File: config.mk
export PLATFORM = sky130hd
export DESIGN_NAME = tx_channel_mux
export DESIGN_NICKNAME = d
export VERILOG_FILES = /design/src/rtl/tx_channel_mux.sv
export SDC_FILE = /design/constraint.sdc
export NUM_CORES = 1
export LEC_CHECK = 0
export ABC_AREA = 1
export CAP_MARGIN = 15
export CELL_PAD_IN_SITES_DETAIL_PLACEMENT = 0
export CELL_PAD_IN_SITES_GLOBAL_PLACEMENT = 2
export CORE_AREA = 2 2 83 85
export DETAILED_ROUTE_END_ITERATION = 12
export DIE_AREA = 0 0 85 87
export GPL_TIMING_DRIVEN = 0
export MAX_ROUTING_LAYER = met4
export PLACE_DENSITY = 0.86
export SLEW_MARGIN = 5
export SYNTH_ARGS = -nofsm -noshare
export SYNTH_HDL_FRONTEND = slang
export SYNTH_SLANG_ARGS = --single-unit
File: constraint.sdc
create_clock -name clk -period 4 [get_ports clk]
set_clock_uncertainty 0.1 [all_clocks]
set_input_delay 1 -clock clk [delete_from_list [all_inputs] [get_ports clk]]
set_output_delay 1 -clock clk [all_outputs]
set_load 0.02 [all_outputs]
File: src/rtl/tx_channel_mux.sv
// rtl/tx_channel_mux.sv - lane selector with fixed/round-robin channel choice and a registered valid/ready output
// Invalid channels load ERR_CODE with out_err set and bump a saturating error counter.
module tx_channel_mux #(
  parameter int                DATA_W   = 8,
  parameter int                N_CH     = 3,
  parameter int                CH_W     = 4,
  parameter logic [DATA_W-1:0] ERR_CODE = 8'hEE,
  parameter int                ERRCNT_W = 8
) (
  input  logic                   clk,
  input  logic                   arst,
  input  logic                   enable,
  input  logic                   mode,
  input  logic [CH_W-1:0]        channel,
  input  logic [N_CH*DATA_W-1:0] input_data,
  input  logic                   out_ready,
  input  logic                   clr_err,
  output logic                   out_valid,
  output logic [DATA_W-1:0]      out_data,
  output logic [CH_W-1:0]        out_channel,
  output logic                   out_err,
  output logic [ERRCNT_W-1:0]    err_cnt
);

  typedef enum logic {EMPTY = 1'b0, FULL = 1'b1} state_t;

  state_t              state_q, state_d;
  logic [DATA_W-1:0]   out_data_q, out_data_d;
  logic [CH_W-1:0]     out_channel_q, out_channel_d;
  logic                out_err_q, out_err_d;
  logic [ERRCNT_W-1:0] err_cnt_q, err_cnt_d;
  logic [CH_W-1:0]     ptr_q, ptr_d;

  logic                load;
  logic [CH_W-1:0]     sel;
  logic                sel_ok;
  logic [DATA_W-1:0]   lane_data;

  always_comb begin
    load      = enable & ((state_q == EMPTY) | out_ready);
    sel       = mode ? ptr_q : channel;
    sel_ok    = (sel != '0) && (sel <= CH_W'(N_CH));
    lane_data = '0;
    for (int k = 1; k <= N_CH; k++) begin
      if (sel == CH_W'(k)) lane_data = input_data[(k-1)*DATA_W +: DATA_W];
    end

    state_d       = state_q;
    out_data_d    = out_data_q;
    out_channel_d = out_channel_q;
    out_err_d     = out_err_q;
    err_cnt_d     = err_cnt_q;
    ptr_d         = ptr_q;

    if (load) begin
      state_d       = FULL;
      out_data_d    = sel_ok ? lane_data : ERR_CODE;
      out_channel_d = sel;
      out_err_d     = ~sel_ok;
      if (mode) ptr_d = (ptr_q == CH_W'(N_CH)) ? CH_W'(1) : ptr_q + CH_W'(1);
      if (!sel_ok && (err_cnt_q != '1)) err_cnt_d = err_cnt_q + ERRCNT_W'(1);
    end else if ((state_q == FULL) && out_ready) begin
      // Accepted with enable low: drain; the last fields simply stay on the bus.
      state_d = EMPTY;
    end

    if (clr_err) err_cnt_d = '0;
  end

  always_ff @(posedge clk or negedge arst) begin
    if (!arst) begin
      state_q       <= EMPTY;
      out_data_q    <= '0;
      out_channel_q <= '0;
      out_err_q     <= 1'b0;
      err_cnt_q     <= '0;
      ptr_q         <= CH_W'(1);
    end else begin
      state_q       <= state_d;
      out_data_q    <= out_data_d;
      out_channel_q <= out_channel_d;
      out_err_q     <= out_err_d;
      err_cnt_q     <= err_cnt_d;
      ptr_q         <= ptr_d;
    end
  end

  assign out_valid   = (state_q == FULL);
  assign out_data    = out_data_q;
  assign out_channel = out_channel_q;
  assign out_err     = out_err_q;
  assign err_cnt     = err_cnt_q;

endmodule

==> flow_metrics.env, run 1 <==
export IMPL_outcome="finished, final reports clean"
export IMPL_vdd_ir_drop_max_v=0.000122
export IMPL_yosysSeqAreaShare_pct=41.5
export IMPL_io_pins=56
export IMPL_hp_start="out_channel[1]"
export IMPL_arrival_ns=2.62
export IMPL_cp_max_fo=7
export IMPL_nets=319
export IMPL_synth_async_sr_flop_share_pct=100
export IMPL_wire_per_inst_um=11.6
export IMPL_syn_to_final_growth_pct=46.7
export IMPL_rows=30
export IMPL_synth_area_leaders="dfrtp_1, nand2_1, nand3_1, nor2_1, inv_1"
export IMPL_cts_setup_buffers=0
export IMPL_syn_cell_area_um2=1570
export IMPL_hpwl_mm=3.40
export IMPL_synthesis_nets=258
export IMPL_cp_start_kind="input pin"
export IMPL_vias=1571
export IMPL_die_w_um=85
export IMPL_hp_class="reg2reg"
export IMPL_rrSetupSlack_ns=2.33
export IMPL_synth_compound_area_share_pct=4.46
export IMPL_worst_slew_pin_slew_ns=0.613
export IMPL_viasPerCell=4.34
export IMPL_post_place_ws_ns=1.13
export IMPL_core_um2=6570
export IMPL_synth_fa_ha_area_share_pct=1.59
export IMPL_wl_mm=4.21
export IMPL_synth_xor_area_share_pct=1.67
export IMPL_cts_tree="built"
export IMPL_max_cap_viol_count=0
export IMPL_grt_max_degree=18
export IMPL_ant_nets=0
export IMPL_gp_congestion=0.750
export IMPL_cts_buffer_depth=2
export IMPL_antenna_cells=0
export IMPL_start_util_pct=23.9
export IMPL_power_density_nw_per_um2=352
export IMPL_maxSlewHeadroom_pct=59.0
export IMPL_yosys_warnings=0
export IMPL_finalSetupTns_ns=0
export IMPL_synthMuxAreaShare_pct=0
export IMPL_hold_violations=0
export IMPL_cp_end_kind="flop"
export IMPL_grt_pass1_vias=1571
export IMPL_finalSetupViolations=0
export IMPL_grt_overflow=0
export IMPL_rsz0062_at_grt="no"
export IMPL_port_buffers=55
export IMPL_synth_flop_cell="dfrtp_1"
export IMPL_finalCritPeriodShare_pct=63.7
export IMPL_path_clk_slew_ns=0.09
export IMPL_drt_iter0_drc=48
export IMPL_synthSimpleGateAreaFrac_pct=44.9
export IMPL_synth_seq_cells=26
export IMPL_slew_viol_final=0
export IMPL_fin_crit_ns=2.55
export IMPL_layout_setup_ws_ns=1.45
export IMPL_crit_start="mode"
export IMPL_first_pass_iters=4
export IMPL_reg2reg_from="ptr_q[0]"
export IMPL_max_freq_ghz=0.392
export IMPL_htreeDepth=1
export IMPL_yosys_area_top_type="dfrtp_1"
export IMPL_grt_pass1_wl_mm=7.18
export IMPL_avgSynthCellArea_um2=7.07
export IMPL_synth_edff_count=0
export IMPL_die_area_um2=7400
export IMPL_leakagePower_nw=1.05
export IMPL_clkSinkCount=26
export IMPL_yosysTopAreaCellShare_pct=39.8
export IMPL_track_usage_pct=12.5
export IMPL_numCtsBuffers=3
export IMPL_clkLatencyLatePin_ns=0.27
export IMPL_antenna_found_initial=0
export IMPL_synthCells=222
export IMPL_cts_root_buf="clkbuf_8"
export IMPL_critPathRequiredTime_ns=4.07
export IMPL_drc=0
export IMPL_die_h_um=87
export IMPL_synth_top_family_by_area="simple AND/OR/NAND/NOR gates"
export IMPL_layout_drive_gt1_share_pct=7.09
export IMPL_fin_util_pct=35.1
export IMPL_crit_type="in2reg"
export IMPL_cts_resized=0
export IMPL_hold_ws_ns=0.389
export IMPL_ys_types=25
export IMPL_hold_buffers=0
## logic make-up (layout without fill, tap and decap cells)
group                      Yosys count  in the layout
adders and majority gates            2              2
xor gates and xnor gates             3              3
DFF                                 26             26
and+or+nand+nor                    157            157
AOI/OAI and AO/OA                   13             13
buffers and inverters               21             81
## Yosys cell counts, drive strengths merged, types with 2 or more instances
library cell,n
nand2,78
nor2,41
nand3,35
dfrtp,25
inv,17
o21ai,8
buf,3
a21oi,2
a31oi,2
ha,2
nand4,2
xnor2,2
## path summary, 6_finish.rpt
path | end | depth (start not counted)
max | out_data[5] | 10
min | out_channel[1] | 2
max reg2reg | out_data[5] | 9
min reg2reg | out_channel[1] | 2
max in group asynchronous | ptr_q[0] | 2
min in group asynchronous | err_cnt[5] | 1
## layer usage
metal	up-vias	global-route usage (%)	wire length, um
li1	830	-	-
met2	47	20.3	1950
met3	4	1.52	194
met4	0	4.33	56
met5	-	-	0
met1	690	16.1	2010
## power breakdown
part           internal, mW  leakage, nW  switching, mW
sequential            0.305        0.321         0.0307
clock                0.0881       0.0288         0.0840
combinational         0.137        0.697          0.166
## final cells by class
type                       count  area [um^2]
tap                           80          100
fill                         685         4270
sequential                    26          652
inverter                      17         63.8
multi-input combinational    175          827
timing repair buffer          56          578
buffer                         4         27.5
clock buffer                   4         55.1
## sequential cells by signal, summed over array words and instances (netlist names)
signal       flops
err_cnt          8
out_err          1
out_data         8
out_valid        1
out_channel      4
ptr_q            4
## worst max-delay path, cell delays in order
cell and delay [ns]:
clkdlybuf4s50_1 0.62, inv_2 0.14, nand2_1 0.08, nand2_1 0.13, nand2_1 0.16, nand2_4 0.09
nor2_4 0.17, nand2_1 0.07, nor2_1 0.10, nor2_1 0.05
## layout by cell type (no fill, tap or decap), drive strengths merged
| cell | count |
|---|---|
| a31oi | 2 |
| nand3 | 35 |
| nand4 | 2 |
| dfstp | 1 |
| buf | 4 |
| a21oi | 2 |
| clkdlybuf4s50 | 55 |
| xnor2 | 2 |
| nor2 | 41 |
| xor2 | 1 |
| nand2 | 78 |
| dfrtp | 25 |
| inv | 17 |
| clkbuf | 5 |
| o31ai | 1 |
| o21ai | 8 |
| nor3b | 1 |
| ha | 2 |
## stage by stage
stage / power (mW) / instance area, um^2 / cells
after CTS: 0.826 / 2300 / 362
after floorplan: 0.505 / 1570 / 222
after detailed placement: 0.651 / 2250 / 358
after global placement: 0.645 / 2220 / 357
after global routing: 0.875 / 2300 / 362
final: 0.811 / 2300 / 362
Note: power is estimated with default switching activity, not from simulation.
==> run 2: changes to the inputs <==
- CORE_AREA: 2 2 83 85 -> 2 2 86 88
- DIE_AREA: 0 0 85 87 -> 0 0 88 90
- PLACE_DENSITY: 0.86 -> 0.81
- clock period: 4 -> 2.4 ns (I/O delays scaled with it)
==> run 2 against run 1 <==
Effect of this change:
- first-iteration DRC count fell by 25%
- combinational power rose by 68%
- core utilization fell by 2.1 points
- hold slack got worse by 0.0034 ns
- sequential cell count did not move
- sequential power rose by 66%
- die area rose by 7.1%
- register-to-register slack got worse by 1.7 ns
- non-clock buffer count did not move
- final area rose by 0.60%
- power rose by 64%
- largest cell class unchanged
==> flow_metrics.env, run 2 (synthesized netlist as in run 1, its figures left out) <==
export IMPL_critical_path_top_delay_family="simple AND/OR/NAND/NOR gates"
export IMPL_syn_to_final_growth_pct=47.6
export IMPL_grt_overflow=0
export IMPL_cts_root_buf="clkbuf_8"
export IMPL_seq_area_um2=652
export IMPL_cp_end_kind="flop"
export IMPL_clkSinkCount=26
export IMPL_antenna_found_initial=0
export IMPL_port_buffers=55
export IMPL_wire_per_inst_um=11.3
export IMPL_timing_critical_path_buf_inv=2
export IMPL_final_cell_mix="nand2_1, clkdlybuf4s50_1, nor2_1, nand3_1, dfrtp_1"
export IMPL_hold_buffers=0
export IMPL_maxSlewHeadroom_pct=60.1
export IMPL_core_um2=7020
export IMPL_slowest_delay_ns=0.62
export IMPL_cts_setup_buffers=0
export IMPL_die_area_um2=7920
export IMPL_fin_crit_ns=2.20
export IMPL_hpwl_mm=3.43
export IMPL_cp_max_fo=7
export IMPL_fillers=765
export IMPL_cts_buffer_depth=2
export IMPL_slew_viol_final=0
export IMPL_gp_congestion=0.775
export IMPL_cts_tree="built"
export IMPL_max_cap_viol_count=0
export IMPL_crit_path_frequent_cell="nand2_1"
export IMPL_first_pass_iters=4
export IMPL_viasPerCell=4.13
export IMPL_arrival_ns=2.27
export IMPL_antenna_cells=0
export IMPL_rsz0062_at_grt="no"
export IMPL_grt_max_degree=18
export IMPL_clkLatencyLatePin_ns=0.27
export IMPL_hp_class="reg2reg"
export IMPL_power_density_nw_per_um2=573
export IMPL_die_h_um=90
export IMPL_grt_pass1_vias=1545
export IMPL_finalSetupTns_ns=0
export IMPL_numCtsBuffers=3
export IMPL_vias=1573
export IMPL_layout_drive_gt1_share_pct=6.74
export IMPL_path_clk_slew_ns=0.09
export IMPL_drc=0
export IMPL_ant_nets=0
export IMPL_htreeDepth=1
export IMPL_max_freq_ghz=0.455
export IMPL_hold_violations=0
export IMPL_cp_start_kind="input pin"
export IMPL_nets=319
export IMPL_die_w_um=88
export IMPL_track_usage_pct=11.7
export IMPL_wl_mm=4.30
export IMPL_crit_slowest_cell="clkdlybuf4s50_1"
export IMPL_leakagePower_nw=1.04
export IMPL_multiInputGateArea_um2=827
export IMPL_grt_pass1_wl_mm=7.21
export IMPL_cts_resized=0
export IMPL_outcome="finished, final reports clean"
export IMPL_rows=31
export IMPL_finalSetupViolations=0
export IMPL_io_pins=56
export IMPL_finalCritPeriodShare_pct=91.5
export IMPL_crit_type="in2reg"
export IMPL_vdd_ir_drop_max_v=0.000185
export IMPL_critPathRequiredTime_ns=2.47
export IMPL_fin_util_pct=33.0
export IMPL_final_common_cell="nand2_1"
export IMPL_worst_slew_pin_slew_ns=0.597
export IMPL_post_place_ws_ns=-0.106
export IMPL_start_util_pct=22.4
export IMPL_crit_chain="clkdlybuf4s50_1 > inv_2 > nand2_1 > nand2_1 > nand2_1 > nand2_4 > nor2_4 > nand2_1 > nor2_1 > nor2_1"
export IMPL_layout_setup_ws_ns=0.204
export IMPL_drt_iter0_drc=36
==> run 2: path summary, 6_finish.rpt <==
kind / end / cells past startpoint / from / slack [ns]
worst max-delay path: out_data[7] / 10 / mode / 0.20
worst min-delay path: out_data[0] / 2 / out_data[0] / 0.39
worst max register to register: out_data[7] / 9 / ptr_q[0] / 0.68
worst min register to register: out_data[0] / 2 / out_data[0] / 0.39
max in group asynchronous: ptr_q[0] / 2 / arst / 1.02
min in group asynchronous: err_cnt[7] / 1 / arst / 0.60
==> run 2: metrics by stage <==
step | hold WS (ns) | cell area (um^2) | instances | total power, mW
2_1_floorplan | 0.204 | 1570 | 222 | 0.841
3_3_place_gp | 0.367 | 2240 | 376 | 1.08
3_5_place_dp | 0.373 | 2270 | 377 | 1.08
4_1_cts | 0.396 | 2320 | 381 | 1.35
5_1_grt | 0.425 | 2320 | 381 | 1.42
6_report | 0.386 | 2320 | 381 | 1.33
==> run 2: area by class of cell <==
| type | count | area share, % |
|---|---|---|
| multi-input combinational | 175 | 35.7 |
| sequential | 26 | 28.1 |
| timing repair buffer | 56 | 24.9 |
| tap | 99 | 5.35 |
| inverter | 17 | 2.75 |
| clock buffer | 4 | 1.94 |
| buffer | 4 | 1.19 |
==> run 2: routing by layer <==
layer,global-route usage (%),vias to the layer above,wire [um]
met4,4.62,0,87
li1,-,830,-
met3,1.10,9,162
met1,15.7,692,2100
met5,-,-,0
met2,18.0,42,1950
==> run 2: where the power goes <==
part | leakage [nW] | switching, mW | internal [mW]
clock network | 0.0228 | 0.142 | 0.119
registers | 0.321 | 0.0507 | 0.509
logic | 0.697 | 0.279 | 0.229
total | 1.04 | 0.472 | 0.857
==> run 2: worst min-delay path, delay by kind of cell (launching register included) <==
family           cells  cell delay, ns
DFF                  1            0.35
and+or+nand+nor      2            0.11
